[src/rtl/idma_axi_lite_legalizer_if.sv]
// -----------------------------------------------------------------------------
// idma_axi_lite_legalizer_if
// Groups every job, meta-beat and datapath-beat signal of the AXI-Lite
// legalizer. Signal names keep the legalizer's own view (_i = into the
// legalizer, _o = out of it).
//   master : the legalizer side (accepts jobs, issues beats)
//   slave  : the environment side (issues jobs, accepts beats)
// Handshake rule for every channel: a transfer happens on a rising clk edge
// where valid and ready are both high; the producer keeps valid and payload
// stable until that edge, and valid never depends combinationally on ready.
// -----------------------------------------------------------------------------
interface idma_axi_lite_legalizer_if #(
  parameter int DataWidth = 32,
  parameter int AddrWidth = 32,
  parameter int LenWidth  = 32
);
  localparam int SB = DataWidth / 8;
  localparam int OW = $clog2(SB);

  // job request
  logic [AddrWidth-1:0] req_src_addr_i;
  logic [AddrWidth-1:0] req_dst_addr_i;
  logic [LenWidth-1:0]  req_length_i;
  logic                 req_valid_i;
  logic                 req_ready_o;
  // read meta / datapath beats
  logic [AddrWidth-1:0] ar_addr_o;
  logic                 ar_valid_o;
  logic                 ar_ready_i;
  logic [OW-1:0]        r_dp_offset_o;
  logic [OW-1:0]        r_dp_tailer_o;
  logic [OW-1:0]        r_dp_shift_o;
  logic                 r_dp_valid_o;
  logic                 r_dp_ready_i;
  // write meta / datapath beats
  logic [AddrWidth-1:0] aw_addr_o;
  logic                 aw_valid_o;
  logic                 aw_ready_i;
  logic [OW-1:0]        w_dp_offset_o;
  logic [OW-1:0]        w_dp_tailer_o;
  logic                 w_dp_valid_o;
  logic                 w_dp_ready_i;
  // status / debug
  logic                 busy_o;
  logic                 dbg_state_o;

  modport master (
    input  req_src_addr_i, req_dst_addr_i, req_length_i, req_valid_i,
    input  ar_ready_i, r_dp_ready_i, aw_ready_i, w_dp_ready_i,
    output req_ready_o,
    output ar_addr_o, ar_valid_o,
    output r_dp_offset_o, r_dp_tailer_o, r_dp_shift_o, r_dp_valid_o,
    output aw_addr_o, aw_valid_o,
    output w_dp_offset_o, w_dp_tailer_o, w_dp_valid_o,
    output busy_o, dbg_state_o
  );

  modport slave (
    output req_src_addr_i, req_dst_addr_i, req_length_i, req_valid_i,
    output ar_ready_i, r_dp_ready_i, aw_ready_i, w_dp_ready_i,
    input  req_ready_o,
    input  ar_addr_o, ar_valid_o,
    input  r_dp_offset_o, r_dp_tailer_o, r_dp_shift_o, r_dp_valid_o,
    input  aw_addr_o, aw_valid_o,
    input  w_dp_offset_o, w_dp_tailer_o, w_dp_valid_o,
    input  busy_o, dbg_state_o
  );
endinterface

[src/rtl/idma_axi_lite_legalizer.sv]
// -----------------------------------------------------------------------------
// idma_axi_lite_legalizer
// Splits a 1D copy job (src, dst, length in bytes) into bus-word sized read
// and write beats. Each beat never crosses a DataWidth/8 byte boundary.
// Ports:
//   clk_i  : clock, rising edge
//   rst_i  : synchronous active-high reset
//   bus    : job handshake, ar / r_dp / aw / w_dp beat channels, busy_o and
//            dbg_state_o (0 = IDLE, 1 = BUSY)
// Read and write sides advance independently; each side emits its meta beat
// (ar/aw) and datapath beat (r_dp/w_dp) together and retires the beat once
// both have been accepted, in whatever order.
// -----------------------------------------------------------------------------
module idma_axi_lite_legalizer #(
  parameter int DataWidth = 32,
  parameter int AddrWidth = 32,
  parameter int LenWidth  = 32
) (
  input logic                      clk_i,
  input logic                      rst_i,
  idma_axi_lite_legalizer_if.master bus
);
  localparam int SB = DataWidth / 8;
  localparam int OW = $clog2(SB);
  localparam logic [LenWidth-1:0] SB_L = LenWidth'(SB);

  typedef enum logic {IDLE = 1'b0, BUSY = 1'b1} state_t;

  state_t               r_state, w_state_nxt;
  logic [AddrWidth-1:0] r_r_addr, r_w_addr;
  logic [LenWidth-1:0]  r_r_rem, r_w_rem;
  logic [OW-1:0]        r_shift;
  logic                 r_ar_sent, r_rdp_sent, r_aw_sent, r_wdp_sent;

  logic                 w_accept;
  logic                 w_r_active, w_w_active;
  logic [OW-1:0]        w_r_off, w_w_off, w_r_tail, w_w_tail;
  logic [LenWidth-1:0]  w_r_room, w_w_room, w_r_n, w_w_n;
  logic                 w_ar_hs, w_rdp_hs, w_aw_hs, w_wdp_hs;
  logic                 w_r_retire, w_w_retire;

  // ---------------- FSM: state register ----------------
  always_ff @(posedge clk_i) begin
    if (rst_i) r_state <= IDLE;
    else       r_state <= w_state_nxt;
  end

  // ---------------- FSM: next state ----------------
  always_comb begin
    w_state_nxt = r_state;
    case (r_state)
      IDLE: if (w_accept) w_state_nxt = BUSY;
      // Both remainders already zero: the last beats retired last cycle.
      BUSY: if ((r_r_rem == '0) && (r_w_rem == '0)) w_state_nxt = IDLE;
      default: w_state_nxt = IDLE;
    endcase
  end

  // ---------------- FSM: outputs ----------------
  always_comb begin
    bus.req_ready_o = (r_state == IDLE);
    bus.busy_o      = (r_state == BUSY);
    bus.dbg_state_o = r_state;
  end

  // Zero-length jobs are consumed by the handshake but never leave IDLE.
  assign w_accept = bus.req_valid_i && bus.req_ready_o && (bus.req_length_i != '0);

  // ---------------- beat geometry ----------------
  assign w_r_off  = r_r_addr[OW-1:0];
  assign w_r_room = SB_L - LenWidth'(w_r_off);
  assign w_r_n    = (r_r_rem < w_r_room) ? r_r_rem : w_r_room;
  // n == SB only when off == 0, so truncating n to OW bits still yields 0.
  assign w_r_tail = w_r_off + w_r_n[OW-1:0];

  assign w_w_off  = r_w_addr[OW-1:0];
  assign w_w_room = SB_L - LenWidth'(w_w_off);
  assign w_w_n    = (r_w_rem < w_w_room) ? r_w_rem : w_w_room;
  assign w_w_tail = w_w_off + w_w_n[OW-1:0];

  // ---------------- valids and handshakes ----------------
  assign w_r_active = (r_state == BUSY) && (r_r_rem != '0);
  assign w_w_active = (r_state == BUSY) && (r_w_rem != '0);

  assign bus.ar_valid_o   = w_r_active && !r_ar_sent;
  assign bus.r_dp_valid_o = w_r_active && !r_rdp_sent;
  assign bus.aw_valid_o   = w_w_active && !r_aw_sent;
  assign bus.w_dp_valid_o = w_w_active && !r_wdp_sent;

  assign w_ar_hs  = bus.ar_valid_o   && bus.ar_ready_i;
  assign w_rdp_hs = bus.r_dp_valid_o && bus.r_dp_ready_i;
  assign w_aw_hs  = bus.aw_valid_o   && bus.aw_ready_i;
  assign w_wdp_hs = bus.w_dp_valid_o && bus.w_dp_ready_i;

  // A beat retires when its last outstanding channel handshakes.
  assign w_r_retire = w_r_active && (r_ar_sent || w_ar_hs) && (r_rdp_sent || w_rdp_hs);
  assign w_w_retire = w_w_active && (r_aw_sent || w_aw_hs) && (r_wdp_sent || w_wdp_hs);

  // ---------------- payloads (zero whenever the channel is not valid) ----------
  assign bus.ar_addr_o     = bus.ar_valid_o ? {r_r_addr[AddrWidth-1:OW], {OW{1'b0}}} : '0;
  assign bus.r_dp_offset_o = bus.r_dp_valid_o ? w_r_off  : '0;
  assign bus.r_dp_tailer_o = bus.r_dp_valid_o ? w_r_tail : '0;
  assign bus.r_dp_shift_o  = bus.r_dp_valid_o ? r_shift  : '0;
  assign bus.aw_addr_o     = bus.aw_valid_o ? {r_w_addr[AddrWidth-1:OW], {OW{1'b0}}} : '0;
  assign bus.w_dp_offset_o = bus.w_dp_valid_o ? w_w_off  : '0;
  assign bus.w_dp_tailer_o = bus.w_dp_valid_o ? w_w_tail : '0;

  // ---------------- datapath registers ----------------
  always_ff @(posedge clk_i) begin
    if (rst_i) begin
      r_r_addr   <= '0;
      r_w_addr   <= '0;
      r_r_rem    <= '0;
      r_w_rem    <= '0;
      r_shift    <= '0;
      r_ar_sent  <= 1'b0;
      r_rdp_sent <= 1'b0;
      r_aw_sent  <= 1'b0;
      r_wdp_sent <= 1'b0;
    end else if (w_accept) begin
      r_r_addr   <= bus.req_src_addr_i;
      r_w_addr   <= bus.req_dst_addr_i;
      r_r_rem    <= bus.req_length_i;
      r_w_rem    <= bus.req_length_i;
      // Byte rotation the datapath applies between read and write lanes.
      r_shift    <= bus.req_src_addr_i[OW-1:0] - bus.req_dst_addr_i[OW-1:0];
      r_ar_sent  <= 1'b0;
      r_rdp_sent <= 1'b0;
      r_aw_sent  <= 1'b0;
      r_wdp_sent <= 1'b0;
    end else begin
      if (w_r_retire) begin
        r_r_addr   <= r_r_addr + AddrWidth'(w_r_n);
        r_r_rem    <= r_r_rem - w_r_n;
        r_ar_sent  <= 1'b0;
        r_rdp_sent <= 1'b0;
      end else begin
        if (w_ar_hs)  r_ar_sent  <= 1'b1;
        if (w_rdp_hs) r_rdp_sent <= 1'b1;
      end
      if (w_w_retire) begin
        r_w_addr   <= r_w_addr + AddrWidth'(w_w_n);
        r_w_rem    <= r_w_rem - w_w_n;
        r_aw_sent  <= 1'b0;
        r_wdp_sent <= 1'b0;
      end else begin
        if (w_aw_hs)  r_aw_sent  <= 1'b1;
        if (w_wdp_hs) r_wdp_sent <= 1'b1;
      end
    end
  end
endmodule

[src/flat_wrapper.sv]
// flat-port wrapper written by rule: the top's interface ports become plain ports
module idma_axi_lite_legalizer_flat 
#(
  parameter int DataWidth = 32,
  parameter int AddrWidth = 32,
  parameter int LenWidth  = 32
)
  (clk_i, rst_i, bus_req_src_addr_i, bus_req_dst_addr_i, bus_req_length_i, bus_req_valid_i, bus_ar_ready_i, bus_r_dp_ready_i, bus_aw_ready_i, bus_w_dp_ready_i, bus_req_ready_o, bus_ar_addr_o, bus_ar_valid_o, bus_r_dp_offset_o, bus_r_dp_tailer_o, bus_r_dp_shift_o, bus_r_dp_valid_o, bus_aw_addr_o, bus_aw_valid_o, bus_w_dp_offset_o, bus_w_dp_tailer_o, bus_w_dp_valid_o, bus_busy_o, bus_dbg_state_o);
  idma_axi_lite_legalizer_if #(.DataWidth(DataWidth), .AddrWidth(AddrWidth), .LenWidth(LenWidth)) bus_i ();
  input logic clk_i;
  input logic rst_i;
  input wire logic [$bits(bus_i.req_src_addr_i)-1:0] bus_req_src_addr_i;
  input wire logic [$bits(bus_i.req_dst_addr_i)-1:0] bus_req_dst_addr_i;
  input wire logic [$bits(bus_i.req_length_i)-1:0] bus_req_length_i;
  input wire logic [$bits(bus_i.req_valid_i)-1:0] bus_req_valid_i;
  input wire logic [$bits(bus_i.ar_ready_i)-1:0] bus_ar_ready_i;
  input wire logic [$bits(bus_i.r_dp_ready_i)-1:0] bus_r_dp_ready_i;
  input wire logic [$bits(bus_i.aw_ready_i)-1:0] bus_aw_ready_i;
  input wire logic [$bits(bus_i.w_dp_ready_i)-1:0] bus_w_dp_ready_i;
  output wire logic [$bits(bus_i.req_ready_o)-1:0] bus_req_ready_o;
  output wire logic [$bits(bus_i.ar_addr_o)-1:0] bus_ar_addr_o;
  output wire logic [$bits(bus_i.ar_valid_o)-1:0] bus_ar_valid_o;
  output wire logic [$bits(bus_i.r_dp_offset_o)-1:0] bus_r_dp_offset_o;
  output wire logic [$bits(bus_i.r_dp_tailer_o)-1:0] bus_r_dp_tailer_o;
  output wire logic [$bits(bus_i.r_dp_shift_o)-1:0] bus_r_dp_shift_o;
  output wire logic [$bits(bus_i.r_dp_valid_o)-1:0] bus_r_dp_valid_o;
  output wire logic [$bits(bus_i.aw_addr_o)-1:0] bus_aw_addr_o;
  output wire logic [$bits(bus_i.aw_valid_o)-1:0] bus_aw_valid_o;
  output wire logic [$bits(bus_i.w_dp_offset_o)-1:0] bus_w_dp_offset_o;
  output wire logic [$bits(bus_i.w_dp_tailer_o)-1:0] bus_w_dp_tailer_o;
  output wire logic [$bits(bus_i.w_dp_valid_o)-1:0] bus_w_dp_valid_o;
  output wire logic [$bits(bus_i.busy_o)-1:0] bus_busy_o;
  output wire logic [$bits(bus_i.dbg_state_o)-1:0] bus_dbg_state_o;
  assign bus_i.req_src_addr_i = bus_req_src_addr_i;
  assign bus_i.req_dst_addr_i = bus_req_dst_addr_i;
  assign bus_i.req_length_i = bus_req_length_i;
  assign bus_i.req_valid_i = bus_req_valid_i;
  assign bus_i.ar_ready_i = bus_ar_ready_i;
  assign bus_i.r_dp_ready_i = bus_r_dp_ready_i;
  assign bus_i.aw_ready_i = bus_aw_ready_i;
  assign bus_i.w_dp_ready_i = bus_w_dp_ready_i;
  assign bus_req_ready_o = bus_i.req_ready_o;
  assign bus_ar_addr_o = bus_i.ar_addr_o;
  assign bus_ar_valid_o = bus_i.ar_valid_o;
  assign bus_r_dp_offset_o = bus_i.r_dp_offset_o;
  assign bus_r_dp_tailer_o = bus_i.r_dp_tailer_o;
  assign bus_r_dp_shift_o = bus_i.r_dp_shift_o;
  assign bus_r_dp_valid_o = bus_i.r_dp_valid_o;
  assign bus_aw_addr_o = bus_i.aw_addr_o;
  assign bus_aw_valid_o = bus_i.aw_valid_o;
  assign bus_w_dp_offset_o = bus_i.w_dp_offset_o;
  assign bus_w_dp_tailer_o = bus_i.w_dp_tailer_o;
  assign bus_w_dp_valid_o = bus_i.w_dp_valid_o;
  assign bus_busy_o = bus_i.busy_o;
  assign bus_dbg_state_o = bus_i.dbg_state_o;
  idma_axi_lite_legalizer #(.DataWidth(DataWidth), .AddrWidth(AddrWidth), .LenWidth(LenWidth)) u_core (.clk_i(clk_i), .rst_i(rst_i), .bus(bus_i));
endmodule
[config.mk]
export PLATFORM = sky130hd
export DESIGN_NAME = idma_axi_lite_legalizer_flat
export DESIGN_NICKNAME = d
export VERILOG_FILES = /design/src/rtl/idma_axi_lite_legalizer_if.sv /design/src/rtl/idma_axi_lite_legalizer.sv /design/src/flat_wrapper.sv
export SDC_FILE = /design/constraint.sdc
export NUM_CORES = 1
export LEC_CHECK = 0
export ABC_AREA = 0
export CORE_MARGIN = 2
export CORE_UTILIZATION = 30
export CTS_BUF_LIST = sky130_fd_sc_hd__clkbuf_16
export CTS_CLUSTER_DIAMETER = 30
export DETAILED_ROUTE_END_ITERATION = 12
export GPL_TIMING_DRIVEN = 0
export REMOVE_ABC_BUFFERS = 1
export SLEW_MARGIN = 10
export SYNTH_ARGS = -nofsm -noshare
export SYNTH_HDL_FRONTEND = slang
export SYNTH_SLANG_ARGS = --single-unit
[constraint.sdc]
create_clock -name clk_i -period 5.3 [get_ports clk_i]
set_input_delay 1.06 -clock clk_i [delete_from_list [all_inputs] [get_ports clk_i]]
set_output_delay 1.06 -clock clk_i [all_outputs]
set_load 0.05 [all_outputs]
* Word level (Yosys, flattened, before mapping) *
Cells that the tools add are included.

cells by class
  add/sub/neg operators = 9
  $lt $le $gt $ge = 2
  muxes and demuxes = 20
  bitwise logic cells = 1
  reductions and logical operators = 34

operators by type and width
  cell                                             number
  two-way mux 32 bit                               12
  nonzero test 32 bit                              3
  adder 32 bit                                     2
  logical NOT 32 bit                               2
  less-than comparator 32 bit                      2
  subtractor 32 bit                                2
  logical AND 1 bit                                17
  two-way mux 2 bit                                5
  subtractor 3 x 2 -> 4 bit, first input constant  2
  OR reduction 3 bit                               2
  adder 2 bit                                      2
  logical NOT 1 bit                                4
  logical OR 1 bit                                 4
  nonzero test 2 bit                               2
  two-way mux 1 bit                                2
  case mux 1 bit (2 select lines)                  1
  subtractor 2 bit                                 1
  NOT 1 bit                                        1

storage, ports and cells
  bits in registers = 135
  input bits = 103
  logic and storage cells = 76

* Logic depth before layout (Yosys ltp) *
  word-level depth = 9
  gate-level depth with buffers = 20

* Worst setup path after synthesis *
OpenSTA, ideal clock, no wires.

  path kind = reg2reg
  start point = register u_core.r_r_rem[20]
  end point = register u_core.r_r_rem[27]
  data arrival time = 4.803 ns
  setup slack = 0.365 ns
  cell stages (with the launch flop) = 19
  clock period less this slack = 4.935 ns
  cell sequence = dfxtp_1 -> or4_4 -> nor4_4 -> or4b_4 -> or2_2 -> a211oi_1 -> nand2_1 -> o21ai_0 -> inv_1 -> ha_1 -> nor2b_1 -> o21ai_0 -> nor4b_1 -> and2_1 -> nand2_1 -> nor2_1 -> nand2_1 -> nand3_1 -> a31oi_1

between the ends
  word-level cells in the longest chain between the ends = 8
  elaborated cells on any way between the ends = 16
  classes of those cells = add/sub (1); order compare (1); mux (3); reduce/logical (11)

RTL lines
  element                                                              RTL line                        RTL
  start, declared                                                      idma_axi_lite_legalizer.sv:31   logic [LenWidth-1:0] r_r_rem, r_w_rem;
  start signal, assigned                                               idma_axi_lite_legalizer.sv:123  r_r_rem <= bus.req_length_i;
  start signal, assigned                                               idma_axi_lite_legalizer.sv:134  r_r_rem <= r_r_rem - w_r_n;
  branches (longest 8 deep; another with less-than comparator 32 bit)  --

Parallel ways; which one is timed is not known. The select of a mux whose other input is x is not followed.
A chain may end at the register's enable or synchronous reset.

* Final worst setup path *
  start point = register u_core.r_r_rem[20]
  end point = output bus_r_dp_tailer_o[1]

between the ends
  word-level cells in the longest chain between the ends = 4
  elaborated cells on any way between the ends = 7
  classes of those cells = add/sub (1); order compare (1); mux (2); reduce/logical (3)

RTL lines
  element                                                                    RTL line                                                      RTL
  less-than comparator 32 bit / nonzero test 32 bit (equally long branches)  idma_axi_lite_legalizer.sv:72, idma_axi_lite_legalizer.sv:82
  two-way mux 32 bit / logical AND 1 bit (equally long branches)             idma_axi_lite_legalizer.sv:72, idma_axi_lite_legalizer.sv:82
  adder 2 bit / logical AND 1 bit (equally long branches)                    idma_axi_lite_legalizer.sv:74, idma_axi_lite_legalizer.sv:86
  two-way mux 2 bit (*)                                                      idma_axi_lite_legalizer.sv:102                                assign bus.r_dp_tailer_o = bus.r_dp_valid_o ? w_r_tail : '0;
  end, declared                                                              flat_wrapper.sv:24                                            output wire logic [$bits(bus_i.r_dp_tailer_o)-1:0] bus_r_dp_tailer_o;

Every way passes the cells marked *; elsewhere a longest branch is shown, timed or not.

==> impl_results.md <==
- Relative slew slack: 36.6%
- CTS tree: yes
- Cell accounting for the most synthesized area: dfxtp_1
- Hold Vio Cnt, Final: 0
- Synth cell types: 68
- Mean routed wirelength per cell: 16.7 um
- Worst-Margin Slew: 947 ps
- Leading cell types in the layout, fill and taps excluded: clkdlybuf4s50_1, dfxtp_1, nand2_1
- Remaining global-route overflow: 0
- Initial Utilization: 30.5%
- Critical path class: flop to primary output
- Post-DP HPWL: 24.5 mm
- DRC viols: 0
- Clock tree buffer depth: 2
- Area grow syn2layout: 30.5%
- Post-synth EDFFs: 0
- Largest net degree at the start of global routing: 91
- CTS Hold Bufs: 0
- Cell Rows: 67
- Critical path depth: 10
- Die ar.: 0.0356 mm2
- Ys async rst share: 0%
- Die W: 189 um
- Initial antenna violation count: 0
- Crit path buf inv count: 1
- #FFs+latches synth: 135
- Final-stage net count: 1729
- Post-route clock period utilization: 95.9%
- GPL Wtd Cong: 0.846
- Synth top area cells: dfxtp_1, ha_1, a21oi_1, nand2_1, nor2_1
- Max-Cap Viols: 0
- Delay-heaviest family, CP: simple AND/OR/NAND/NOR gates
- Total GRT Usage: 18.5%
- Pins Over Slew Limit: 0
- Worst hold path depth: 2
- Tmin final: 5080 ps
- CP peak stage delay: 590 ps
- Iter 0 DRT Violations: 608
- Clock root buffer: clkbuf_16
- DR vias: 10.7k
- Clock Sinks: 135
- CP startpoint kind: flop
- Status: finished, final reports clean
- Layout cell share with drive strength beyond 1: 5.45%
- PnR worst setup slack: 216 ps
- Post-Route WL: 33.5 mm
- Placeable Area: 0.0335 mm2
- Clk slew on worst S/H paths: 60 ps
- Max FO, Critical Path: 7
- Clk_lat worst skew: 420 ps
- Vias in the first global route: 10.3k
- Sequential cell area fraction in the yosys report: 26.4%
- Setup_tns: 0 ps
- # IOs: 184
- Critical Path, Cell by Cell: or4_4 > nor4_4 > or4b_4 > or2_2 > a211oi_4 > o21ai_1 > ha_1 > fa_1 > and2_1 > clkbuf_4
- Ys flop type: dfxtp_1
- Yosys top cell area share: 26.4%
- FMAX: 197 MHz
- Syn avg cell area: 7.54 um2
- Vias per inst: 5.35
- Port Buffer Count: 179
- Crit end category: primary output
- Cells on worst reg2reg path: 17
- Routed Antenna Nets: 0
- Htree depth: 4
- Power per cell area: 279 mW/mm2
- YS warnings: 0
- Min-delay worst type: flop to flop
- Critical path data arrival time: 4020 ps
- Leakage: 0.00535 uW
- Hold_ws: 451 ps
- Antenna fix cells: 0
- Mapped Area: 0.0102 mm2
- Crit path required time: 4240 ps
- CP max-delay cell: or4_4
- RSZ-0062 raised after global routing: false
- Final setup fails: 0
- Placement Setup Slack: -906 ps
- Max VDD drop: 0.213 mV
- Commonest non-fill, non-tap cell in the layout: clkdlybuf4s50_1
- First-pass GRT wire length: 53.5 mm
- Clk_skew: 11.4 ps
- Syn Inst Count: 1357
- Die Span Y: 189 um
- TritonRoute pass-1 iters: 7
- CTS buffer count: 17
==> registers in the layout (all words and copies together), names as in the netlist, 2 cells and up <==
register,flops
u_core.r_w_rem,32
u_core.r_r_rem,32
u_core.r_w_addr,32
u_core.r_r_addr,32
u_core.r_shift,2
==> cell type report <==
| cell class | count | area [um2] |
|---|---|---|
| tap | 448 | 561 |
| inverter | 34 | 128 |
| timing repair buffer | 190 | 2000 |
| multi-input combinational | 1169 | 7440 |
| fill | 3470 | 20200 |
| clock inverter | 15 | 97.6 |
| sequential | 135 | 2700 |
| clock buffer | 17 | 425 |
==> synth_stat cells, types with 12 or more instances <==
library cell,n
nand2_1,134
nor3_1,44
nand3_1,27
a22oi_1,44
clkbuf_1,58
nor2_1,124
and2_1,72
nand4_1,18
inv_1,34
ha_1,75
a21oi_1,126
a221oi_1,27
a21o_1,36
nor4_1,19
dfxtp_1,135
xor2_1,22
o22ai_1,17
a211oi_1,12
o21ai_0,83
or3_1,25
a31oi_1,31
xnor2_1,28
==> worst register-to-register path, delay by kind of cell, from the launching register on <==
| kind | cells | cell delay (ps) |
|---|---|---|
| buffers and inverters | 1 | 170 |
| adders and majority gates | 1 | 290 |
| and+or+nand+nor | 4 | 1700 |
| muxes | 1 | 210 |
| DFF | 1 | 370 |
| AOI/OAI and AO/OA | 10 | 2140 |
==> report_power, final <==
part	switching [uW]	total, uW	leakage (uW)	internal (uW)
registers	92.0	1200	0.00111	1110
clock network	465	1090	0.000270	629
logic	858	1440	0.00397	579
total	1420	3730	0.00535	2320
==> final timing paths <==
path | start | to | slack (ps)
setup / recovery | u_core.r_r_rem[20]$_SDFFE_PP0P_ | bus_r_dp_tailer_o[1] | 220
hold / removal | u_core.r_shift[1]$_SDFFE_PP0P_ | u_core.r_shift[1]$_SDFFE_PP0P_ | 450
setup reg to reg | u_core.r_r_rem[20]$_SDFFE_PP0P_ | u_core.r_r_addr[25]$_SDFFE_PP0P_ | 290
hold reg to reg | u_core.r_shift[1]$_SDFFE_PP0P_ | u_core.r_shift[1]$_SDFFE_PP0P_ | 450
==> metal layers <==
layer | vias to the layer above | track usage (%) | routed length, um
met1 | 5004 | 23.8 | 15200
met2 | 346 | 31.2 | 15500
met5 | - | 0 | 0
met4 | 0 | 5.83 | 691
li1 | 5353 | - | -
met3 | 42 | 3.30 | 2080
==> cell families (layout without fill, tap and decap cells) <==
| group | Yosys count | after routing | synth area share (%) |
|---|---|---|---|
| mux | 3 | 3 | 0.318 |
| simple gates | 521 | 521 | 25.3 |
| flops | 135 | 135 | 26.4 |
| fa+ha+maj | 79 | 79 | 9.95 |
| buf+inv | 112 | 256 | 4.76 |
| compound gates | 456 | 456 | 28.9 |
| other cells | 1 | 60 | 0.0366 |
| xor+xnor | 50 | 50 | 4.28 |
==> metrics by stage <==
step / area (um2) / total power (uW) / util, % / cells
3_3_place_gp: 12400 / 2550 / 37.1 / 1965
3_5_place_dp: 12700 / 2590 / 37.9 / 1974
4_1_cts: 13300 / 3710 / 39.6 / 2006
5_1_grt: 13400 / 3950 / 39.8 / 2008
2_1_floorplan: 10100 / 2150 / - / 1338
6_report: 13400 / 3730 / 39.8 / 2008
==> repair_timing <==
| item | 4_1_cts | 5_1_grt |
|---|---|---|
| buffers inserted | 0 | 2 |
| resized for setup | 20 | 19 |
| pin swaps | 0 | 2 |
| setup endpoints to repair | 78 | 38 |
| endpoints found under the hold margin | 0 | 0 |
Note: power is estimated with default switching activity, not from simulation.
